--- src/rtl/dbi_ac_encoder_pkg.sv ---
`default_nettype none
// ============================================================================
//  Module      : dbi_pkg
//  Description : Shared definitions for the AC data-bus-inversion encoder:
//                default lane width, lane-word type, inversion polarity and
//                a popcount helper.
//  Revision    : 1.0 - initial release
// ============================================================================
package dbi_pkg;

   localparam int LANE_W_DEF = 8;

   typedef logic [LANE_W_DEF-1:0] lane_word_t;

   // Level of a DBI line that marks its lane as inverted
   localparam logic DBI_INV = 1'b1;

   // Popcount over a zero-extended vector; callers cast their lane into it
   function automatic logic [6:0] popcount(input logic [63:0] v);
      logic [6:0] cnt;
      cnt = '0;
      for (int i = 0; i < 64; i++) begin
         cnt = cnt + 7'(v[i]);
      end
      return cnt;
   endfunction

endpackage
`default_nettype wire

--- src/rtl/dbi_lane_decide.sv ---
`default_nettype none
// ============================================================================
//  Module      : dbi_lane_decide
//  Description : Combinational per-lane AC-DBI decision. Compares the cost in
//                line toggles of sending the raw lane against sending it
//                inverted, counting the data lines and the DBI line itself.
//  Ports       : raw_i      - incoming raw lane word
//                prev_i     - lane word currently driven on the bus
//                prev_dbi_i - DBI level currently driven for this lane
//                dbi_o      - DBI level chosen for the new word
//                enc_o      - encoded lane word to drive
//  Revision    : 1.0 - initial release
// ============================================================================
module dbi_lane_decide
   import dbi_pkg::*;
#(
   parameter int LANE_W = LANE_W_DEF
) (
   input  logic [LANE_W-1:0] raw_i,
   input  logic [LANE_W-1:0] prev_i,
   input  logic              prev_dbi_i,
   output logic              dbi_o,
   output logic [LANE_W-1:0] enc_o
);

   // Wide enough for LANE_W+1, the largest possible cost
   localparam int CW = $clog2(LANE_W + 2);

   logic [CW-1:0] w_k;
   logic [CW-1:0] w_t0;
   logic [CW-1:0] w_t1;

   always_comb begin
      w_k  = CW'(popcount(64'(raw_i ^ prev_i)));
      // Keeping the raw word toggles k data lines, plus the DBI line if it
      // is currently asserted. Inverting toggles the complement set of data
      // lines, plus the DBI line if it is currently deasserted.
      w_t0 = w_k + CW'(prev_dbi_i);
      w_t1 = CW'(LANE_W) - w_k + CW'(!prev_dbi_i);
      if (w_t1 < w_t0) begin
         dbi_o = DBI_INV;
      end else if (w_t0 < w_t1) begin
         dbi_o = ~DBI_INV;
      end else begin
         dbi_o = prev_dbi_i;   // tie: leave the DBI line where it is
      end
      enc_o = raw_i ^ {LANE_W{dbi_o}};
   end

endmodule
`default_nettype wire

--- src/rtl/dbi_ac_encoder.sv ---
`default_nettype none
// ============================================================================
//  Module      : dbi_ac_encoder
//  Description : Registered AC data-bus-inversion encoder. Each lane gets a
//                DBI line and is inverted whenever that reduces the number of
//                line toggles relative to the word last driven. Keeps a
//                saturating count of inverted lane-words.
//  Ports       : clk, rst_n          - clock, async active-low reset
//                in_data/valid/ready - raw word input handshake
//                out_data/dbi/valid  - registered encoded word output
//                out_ready           - downstream consumes the word
//                inv_count           - saturating inverted-lane counter
//                cnt_clr             - synchronous counter clear
//  Revision    : 1.0 - initial release
// ============================================================================
module dbi_ac_encoder
   import dbi_pkg::*;
#(
   parameter int LANES  = 4,
   parameter int LANE_W = LANE_W_DEF,
   parameter int CNT_W  = 16
) (
   input  logic                    clk,
   input  logic                    rst_n,
   input  logic [LANES*LANE_W-1:0] in_data,
   input  logic                    in_valid,
   output logic                    in_ready,
   output logic [LANES*LANE_W-1:0] out_data,
   output logic [LANES-1:0]        out_dbi,
   output logic                    out_valid,
   input  logic                    out_ready,
   output logic [CNT_W-1:0]        inv_count,
   input  logic                    cnt_clr
);

   localparam int NW  = $clog2(LANES + 1);
   localparam int CW1 = CNT_W + 1;
   localparam logic [CNT_W:0] c_CNT_MAX = {1'b0, {CNT_W{1'b1}}};

   logic [LANES*LANE_W-1:0] data_q, data_d;
   logic [LANES-1:0]        dbi_q, dbi_d;
   logic                    valid_q, valid_d;
   logic [CNT_W-1:0]        cnt_q, cnt_d;

   logic                    w_accept;
   logic [NW-1:0]           w_lanes_inv;
   logic [CNT_W:0]          w_cnt_sum;

   assign in_ready = !valid_q || out_ready;
   assign w_accept = in_valid && in_ready;

   // Decisions are always referenced to the registered bus, which keeps its
   // level through idle cycles.
   generate
      for (genvar n = 0; n < LANES; n++) begin : g_lane
         dbi_lane_decide #(
            .LANE_W     (LANE_W)
         ) u_decide (
            .raw_i      (in_data[n*LANE_W +: LANE_W]),
            .prev_i     (data_q[n*LANE_W +: LANE_W]),
            .prev_dbi_i (dbi_q[n]),
            .dbi_o      (dbi_d[n]),
            .enc_o      (data_d[n*LANE_W +: LANE_W])
         );
      end
   endgenerate

   always_comb begin
      w_lanes_inv = '0;
      for (int n = 0; n < LANES; n++) begin
         w_lanes_inv = w_lanes_inv + NW'(dbi_d[n] == DBI_INV);
      end
      // One extra bit so the overflow is visible before clamping
      w_cnt_sum = {1'b0, cnt_q} + CW1'(w_lanes_inv);

      valid_d = valid_q;
      if (w_accept) begin
         valid_d = 1'b1;
      end else if (out_ready) begin
         valid_d = 1'b0;
      end

      cnt_d = cnt_q;
      if (cnt_clr) begin
         cnt_d = '0;
      end else if (w_accept) begin
         cnt_d = (w_cnt_sum > c_CNT_MAX) ? c_CNT_MAX[CNT_W-1:0]
                                         : w_cnt_sum[CNT_W-1:0];
      end
   end

   always_ff @(posedge clk or negedge rst_n) begin
      if (!rst_n) begin
         data_q  <= '0;
         dbi_q   <= '0;
         valid_q <= 1'b0;
         cnt_q   <= '0;
      end else begin
         if (w_accept) begin
            data_q <= data_d;
            dbi_q  <= dbi_d;
         end
         valid_q <= valid_d;
         cnt_q   <= cnt_d;
      end
   end

   assign out_data  = data_q;
   assign out_dbi   = dbi_q;
   assign out_valid = valid_q;
   assign inv_count = cnt_q;

endmodule
`default_nettype wire

--- config.mk ---
export PLATFORM = sky130hd
export DESIGN_NAME = dbi_ac_encoder
export DESIGN_NICKNAME = d
export VERILOG_FILES = /design/src/rtl/dbi_ac_encoder_pkg.sv /design/src/rtl/dbi_lane_decide.sv /design/src/rtl/dbi_ac_encoder.sv
export SDC_FILE = /design/constraint.sdc
export NUM_CORES = 1
export LEC_CHECK = 0
export BUFFER_PORTS_ARGS = -buffer_cell sky130_fd_sc_hd__buf_4
export CELL_PAD_IN_SITES_DETAIL_PLACEMENT = 1
export CELL_PAD_IN_SITES_GLOBAL_PLACEMENT = 2
export CORE_MARGIN = 3
export CORE_UTILIZATION = 25
export DETAILED_ROUTE_END_ITERATION = 10
export PLACE_DENSITY_LB_ADDON = 0.05
export SYNTH_ARGS = -nofsm -noshare
export SYNTH_HDL_FRONTEND = slang
export SYNTH_SLANG_ARGS = --single-unit
--- constraint.sdc ---
create_clock -name clk -period 8 [get_ports clk]
set_input_delay 0.4 -clock clk [delete_from_list [all_inputs] [get_ports clk]]
set_output_delay 0.4 -clock clk [all_outputs]
set_load 0.03 [all_outputs]
Word-level counts from Yosys, hierarchy flattened. Index checks and enable logic that the tools add are counted.

Add/sub/neg operators: 268. $mul: 0. Divide/modulo/power cells: 0. Order comparisons: 9. Equality and inequality tests: 0. Shift-type cells: 0. Muxes and demuxes: 13. Bitwise gates (word level): 8. Reduce and logical (&&, ||, !) cells: 9.

Operators by type and width (count): $add A4 B1 Y4 const B (224); $add A4 B1 Y4 (32); $xor A8 B8 Y8 (8); $mux W16 (3); $lt A4 B4 Y1 (8); $add A16 B3 Y17 (1); $gt A17 B16 Y1 const B (1); $sub A4 B4 Y4 const A (4); $add A1 B1 Y2 (5); $mux W1 (10); $logic_not A1 Y1 (5); $reduce_bool A2 Y1 (2); $add A2 B1 Y3 (1); $add A3 B1 Y3 (1); $logic_and A1 B1 Y1 (1); $logic_or A1 B1 Y1 (1).

Register bits after elaboration: 53. Latch bits: 0. Bits in writable memories: 0. Bits in read-only memories: 0. Input bits: 37. Output and inout bits: 54. Logic and storage cells: 311. Memories: 0.

Longest topological paths before layout.
Word-level depth: 77. Mapped depth: 26. Gate-level depth less buffers: 24.

Hierarchy. A second synthesis with hierarchy kept.

Cells, all modules: 613. Area, all modules: 5410.2 um^2.

By module, submodules not included: dbi_lane_decide (instances 4, cells each 86, area an instance 739.5 um^2, seq. area each 0.0 um^2); dbi_ac_encoder (instances 1, cells each 269, area an instance 2452.4 um^2, seq. area each 1326.3 um^2).

Least setup slack after synthesis. OpenSTA, ideal clock, no wires.

Kind: flip-flop to flip-flop. Start point: reg data_q[0], in the netlist out_data[0]. End point: reg cnt_q[11], in the netlist inv_count[11]. Setup time: 0.080 ns. Arrival: 6.672 ns. Required time: 7.920 ns. Slack: 1.248 ns. Cell stages (with the launch flop): 26. Buffers on the path: 2. Clock period less this slack: 6.752 ns. Path through: dfrtp_1 > xor2_1 > ha_1 > fa_1 > inv_1 > fa_1 > fa_1 > fa_1 > xnor2_1 > nand3_1 > xnor2_1 > ha_1 > nand3_1 > nor2_1 > a21oi_1 > clkbuf_1 > fa_1 > inv_1 > fa_1 > fa_1 > nand3_1 > or3_4 > or3_4 > buf_6 > and3_1 > nor3_2.

Cells in the longest elaborated chain, start to end: 77. Elaborated cells between the ends (all ways): 79. Those cells by class: add/sub: 70; order compare: 3; mux: 5; bitwise: 1.

RTL lines: start: declaration (RTL line dbi_ac_encoder.sv:40) `logic [LANES*LANE_W-1:0] data_q, data_d;`; start signal: assignment (RTL line dbi_ac_encoder.sv:100) `data_q <= data_d;`; $xor A8 B8 Y8 (*) (RTL line dbi_lane_decide.sv:34) `w_k = CW'(popcount(64'(raw_i ^ prev_i)));`; $add A1 B1 Y2 (*) (RTL line dbi_ac_encoder_pkg.sv:23) `cnt = cnt + 7'(v[i]);`; $add A4 B1 Y4 (*) (62 in a row) (RTL line dbi_ac_encoder_pkg.sv:23); $sub A4 B4 Y4 (RTL line dbi_lane_decide.sv:39) `w_t1 = CW'(LANE_W) - w_k + CW'(!prev_dbi_i);`; $add A4 B1 Y4 (RTL line dbi_lane_decide.sv:39); $lt A4 B4 Y1 (RTL line dbi_lane_decide.sv:42) `end else if (w_t0 < w_t1) begin`; $mux W1 (RTL line dbi_lane_decide.sv:42); $mux W1 (*) (RTL line dbi_lane_decide.sv:40) `if (w_t1 < w_t0) begin`; $add A1 B1 Y2 (*) (RTL line dbi_ac_encoder.sv:71) `w_lanes_inv = w_lanes_inv + NW'(dbi_d[n] == DBI_INV);`; $add A2 B1 Y3 (*) (RTL line dbi_ac_encoder.sv:71); $add A3 B1 Y3 (*) (RTL line dbi_ac_encoder.sv:71); $add A16 B3 Y17 (*) (RTL line dbi_ac_encoder.sv:74) `w_cnt_sum = {1'b0, cnt_q} + CW1'(w_lanes_inv);`; $gt A17 B16 Y1 (RTL line dbi_ac_encoder.sv:87) `cnt_d = (w_cnt_sum > c_CNT_MAX) ? c_CNT_MAX[CNT_W-1:0]`; $mux W16 (*) (RTL line dbi_ac_encoder.sv:87); $mux W16 (*) (RTL line dbi_ac_encoder.sv:86) `end else if (w_accept) begin`; $mux W16 (*) (RTL line dbi_ac_encoder.sv:84) `if (cnt_clr) begin`; end signal: assignment (RTL line dbi_ac_encoder.sv:104) `cnt_q <= cnt_d;`; end: declaration (RTL line dbi_ac_encoder.sv:43) `logic [CNT_W-1:0] cnt_q, cnt_d;`.

Every way passes the cells marked *; elsewhere a longest branch is shown, timed or not. The select of a mux whose other input is x is not followed. A chain may end at the register's enable or synchronous reset.

Worst setup path after layout.
Start point: reg data_q[16], in the netlist out_data[16]. End point: reg cnt_q[5], in the netlist inv_count[5].

Cells in the longest elaborated chain, start to end: 76. Elaborated cells between the ends (all ways): 78. Those cells by class: add/sub: 69; order compare: 3; mux: 5; bitwise: 1.

RTL lines (RTL line): $xor A8 B8 Y8 (*) (dbi_lane_decide.sv:34); $add A1 B1 Y2 (*) (dbi_ac_encoder_pkg.sv:23); $add A4 B1 Y4 (*) (62 in a row) (dbi_ac_encoder_pkg.sv:23); $sub A4 B4 Y4 (dbi_lane_decide.sv:39); $add A4 B1 Y4 (dbi_lane_decide.sv:39); $lt A4 B4 Y1 (dbi_lane_decide.sv:42); $mux W1 (dbi_lane_decide.sv:42); $mux W1 (*) (dbi_lane_decide.sv:40); $add A2 B1 Y3 (*) (dbi_ac_encoder.sv:71); $add A3 B1 Y3 (*) (dbi_ac_encoder.sv:71); $add A16 B3 Y17 (*) (dbi_ac_encoder.sv:74); $gt A17 B16 Y1 (dbi_ac_encoder.sv:87); $mux W16 (*) (dbi_ac_encoder.sv:87); $mux W16 (*) (dbi_ac_encoder.sv:86); $mux W16 (*) (dbi_ac_encoder.sv:84).

Marks and branches as above.

==> flow_summary.yaml <==
job:
  max_cap_viol_count: 0
clock_network:
  cts_sinks: 53
  holdBufCountCts: 0
  clock_latency_ps: 310
  htree_levels: 2
  cts-root-buf: "clkbuf_16"
  cts.path.max_buffers: 2
  path_clk_slew_ps: 70
  ctsResizeCount: 0
  cts_tree: "built"
  numCtsBuffers: 5
  post_cts_buffers: 0
global_routing:
  grt-ovfl-total: 0
  busiest_layer: "met2"
  grtUsageMet3_pct: 2.08
  antenna_found_initial: 0
  use_met2_pct: 21.7
  grt_pass1_vias: 3663
  grtUsageMet1_pct: 17.0
  grt_pass1_wl_mm: 18.8
  grt_max_degree: 87
  grtUsageTotal_pct: 12.9
timing:
  fmax_ghz: 0.150
  slew_headroom_pct: 44.3
  grt_setup_unrepaired: "no"
  worst_clock_skew_ps: 2.93
  worst_pin_slew_ps: 835
  finalSetupViolations: 0
  finalSetupTns_ps: 0
  fin_crit_sh_pct: 83.1
  hold_viol: 0
  period_minus_slack_ps: 6640
  slew_violations: 0
setup_path:
  crit_family: "adder cells"
  cp.depth: 23
  r2r-start: "out_data[16]"
  worstPathRequired_ps: 8210
  slowest_stage: "fa_1"
  r2r_cells: 23
  crit_path_frequent_cell: "fa_1"
  critPathCaptureType: "flip-flop"
  start_kind: "flip-flop"
  max_stage_delay_ps: 520
  crit_path_max_fanout: 5
  crit_chain: "xor2_1 > ha_1 > inv_1 > fa_1 > fa_1 > fa_1 > fa_1 > xnor2_1 > nand3_1 > xnor2_1 > ha_1 > nand3_1 > nor2_1 > a21oi_1 > fa_1 > inv_1 > fa_1 > fa_1 > nand3_1 > or3_4 > nor3_2 > nor3_1 > a311oi_1"
  path_class: "reg2reg"
  cp.buffers_inverters: 2
  r2r_end: "inv_count[5]"
  timing.reg2reg.setup_slack_ps: 1360
  cp.arrival_ps: 6850
floorplanning:
  initial_core_util_pct: 26.0
  pin_count: 91
  die_h_um: 136
  rows: 46
  die_x_um: 136
  core-area_sq_mm: 0.0162
  die_area_sq_mm: 0.0184
cells_and_area:
  syn_to_final_growth_pct: 24.8
  fillers: 1909
  fin_nets: 621
  antenna_cells: 0
  layout-drive-gt1-share_pct: 21.1
yosys:
  ys_ff_latch: 53
  yosysWarnings: 0
  synth-seq-area-share_pct: 31.5
  ys_types: 39
  synth_fp_nets: 542
  syn_inst: 447
  post_synth.cell_area_avg_sq_um: 9.42
  synthesis.area_sq_mm: 0.00421
place:
  place_congestion: 0.690
  io_buffers: 90
  hpwl_mm: 8.34
route:
  wire_per_inst_um: 15.1
  num_vias: 3304
  drc: 0
  viasPerCell: 4.45
  wl_mm: 11.2
  final_antenna_net_count: 0
  dr.pass1.iters: 4
  drt_first_iter_violations: 78
min_path:
  hold_path_class: "in2async"
run_status:
  status: "finished clean"
-- cells in the mapped netlist --
master | n | share of area [%]
dfrtp_1 | 53 | 31
nand2_1 | 48 | 4.3
xnor2_1 | 42 | 8.7
xor2_1 | 42 | 8.7
o21ai_0 | 40 | 4.8
ha_1 | 39 | 12
inv_1 | 34 | 3.0
fa_1 | 19 | 9.0
nor2_1 | 18 | 1.6
nor3_1 | 13 | 1.5
clkbuf_1 | 11 | 0.98
nand3_1 | 11 | 1.3
nor2b_1 | 8 | 1.2
a211oi_1 | 7 | 1.2
a21oi_1 | 7 | 0.83
a31oi_1 | 6 | 0.89
nand4_1 | 6 | 0.89
buf_1 | 5 | 0.45
buf_4 | 4 | 0.71
o21a_1 | 4 | 0.71
mux2i_1 | 3 | 0.71
nand2b_1 | 3 | 0.45
nor3_2 | 3 | 0.71
o21bai_1 | 3 | 0.53
nor4_1 | 2 | 0.30
o211ai_1 | 2 | 0.36
or3_4 | 2 | 0.53
a21o_1 | 1 | 0.18
a311oi_1 | 1 | 0.21
a31o_2 | 1 | 0.21
and2_1 | 1 | 0.15
and2_2 | 1 | 0.18
and3_1 | 1 | 0.15
and4_2 | 1 | 0.24
and4b_1 | 1 | 0.24
buf_2 | 1 | 0.12
buf_6 | 1 | 0.27
nand4_2 | 1 | 0.30
or4_1 | 1 | 0.18
-- worst register-to-register path, cell delays in order, from the launching register on --
cell	delay [ps]
dfrtp_1	410
xor2_1	200
ha_1	290
inv_1	50
fa_1	500
fa_1	520
fa_1	480
fa_1	390
xnor2_1	380
nand3_1	160
xnor2_1	150
ha_1	320
nand3_1	100
nor2_1	40
a21oi_1	220
fa_1	450
inv_1	80
fa_1	200
fa_1	250
nand3_1	150
or3_4	380
nor3_2	380
nor3_1	120
a311oi_1	330
-- layout make-up --
class | instances | area, sq um | area share (%)
Clock buffer | 7 | 143 | 2.71
Clock inverter | 1 | 30.0 | 0.571
Inverter | 34 | 128 | 2.43
Multi-Input combinational cell | 338 | 2650 | 50.5
Sequential cell | 53 | 1330 | 25.2
Tap cell | 216 | 270 | 5.14
Timing Repair Buffer | 94 | 706 | 13.4
-- through the flow --
step | instance area [sq um] | setup WS [ps] | util (%) | cells | hold slack, ps
3_5_place_dp | 5080 | 1210 | 31.4 | 735 | 520
5_1_grt | 5260 | 776 | 32.5 | 743 | 234
3_3_place_gp | 5080 | 1310 | 31.4 | 735 | 507
4_1_cts | 5260 | 1230 | 32.5 | 743 | 207
2_1_floorplan | 4210 | 1250 | - | 447 | 104
6_report | 5260 | 1360 | 32.5 | 743 | 166
-- cell usage in the layout, fill, tap and decap left out, types with 2 or more instances in the layout --
| cell | synthesis | routed |
|---|---|---|
| buf_4 | 4 | 94 |
| dfrtp_1 | 53 | 53 |
| nand2_1 | 48 | 47 |
| xnor2_1 | 42 | 42 |
| xor2_1 | 42 | 42 |
| o21ai_0 | 40 | 40 |
| ha_1 | 39 | 39 |
| inv_1 | 34 | 34 |
| fa_1 | 19 | 19 |
| nor2_1 | 18 | 18 |
| nor3_1 | 13 | 13 |
| nand3_1 | 11 | 11 |
| nor2b_1 | 8 | 8 |
| a21oi_1 | 7 | 7 |
| a211oi_1 | 7 | 7 |
| nand4_1 | 6 | 6 |
| a31oi_1 | 6 | 6 |
| clkbuf_16 | 0 | 5 |
| o21a_1 | 4 | 4 |
| nand2b_1 | 3 | 3 |
| mux2i_1 | 3 | 3 |
| nor3_2 | 3 | 3 |
| o21bai_1 | 3 | 3 |
| o211ai_1 | 2 | 2 |
| or3_4 | 2 | 2 |
| nor4_1 | 2 | 2 |
-- cell families after synthesis --
| group | Yosys count | share of synthesized area [%] |
|---|---|---|
| buffers and inverters | 56 | 5.56 |
| AO/OA/AOI/OAI | 72 | 9.92 |
| XOR/XNOR | 84 | 17.5 |
| adder cells (fa/ha/maj) | 58 | 20.6 |
| multiplexers | 3 | 0.713 |
| flip-flops | 53 | 31.5 |
| AND/OR/NAND/NOR | 121 | 14.2 |
-- state kept, by name, indices dropped and copies added (netlist names) --
signal	flops
out_data	32
out_dbi	4
out_valid	1
inv_count	16
-- per-layer routing --
layer	share of wire (%)	vias to the layer above
met1	48	1606
met4	1.4	0
met3	2.9	9
met2	48	53
li1	-	1636
met5	0	-
-- how the worst max path moves through the flow --
stage                 start             to  slack, ps
2_1_floorplan   out_data[0]  inv_count[11]       1250
3_3_place_gp     in_data[0]   inv_count[7]       1310
3_5_place_dp    in_data[16]   inv_count[5]       1210
4_1_cts         out_data[0]   inv_count[5]       1230
5_1_grt         out_data[0]   inv_count[7]        780
6_report       out_data[16]   inv_count[5]       1360
Power is left out: the tool's default activity adds up to more than one toggle a clock period on the data nets, which glitch-free logic cannot reach.
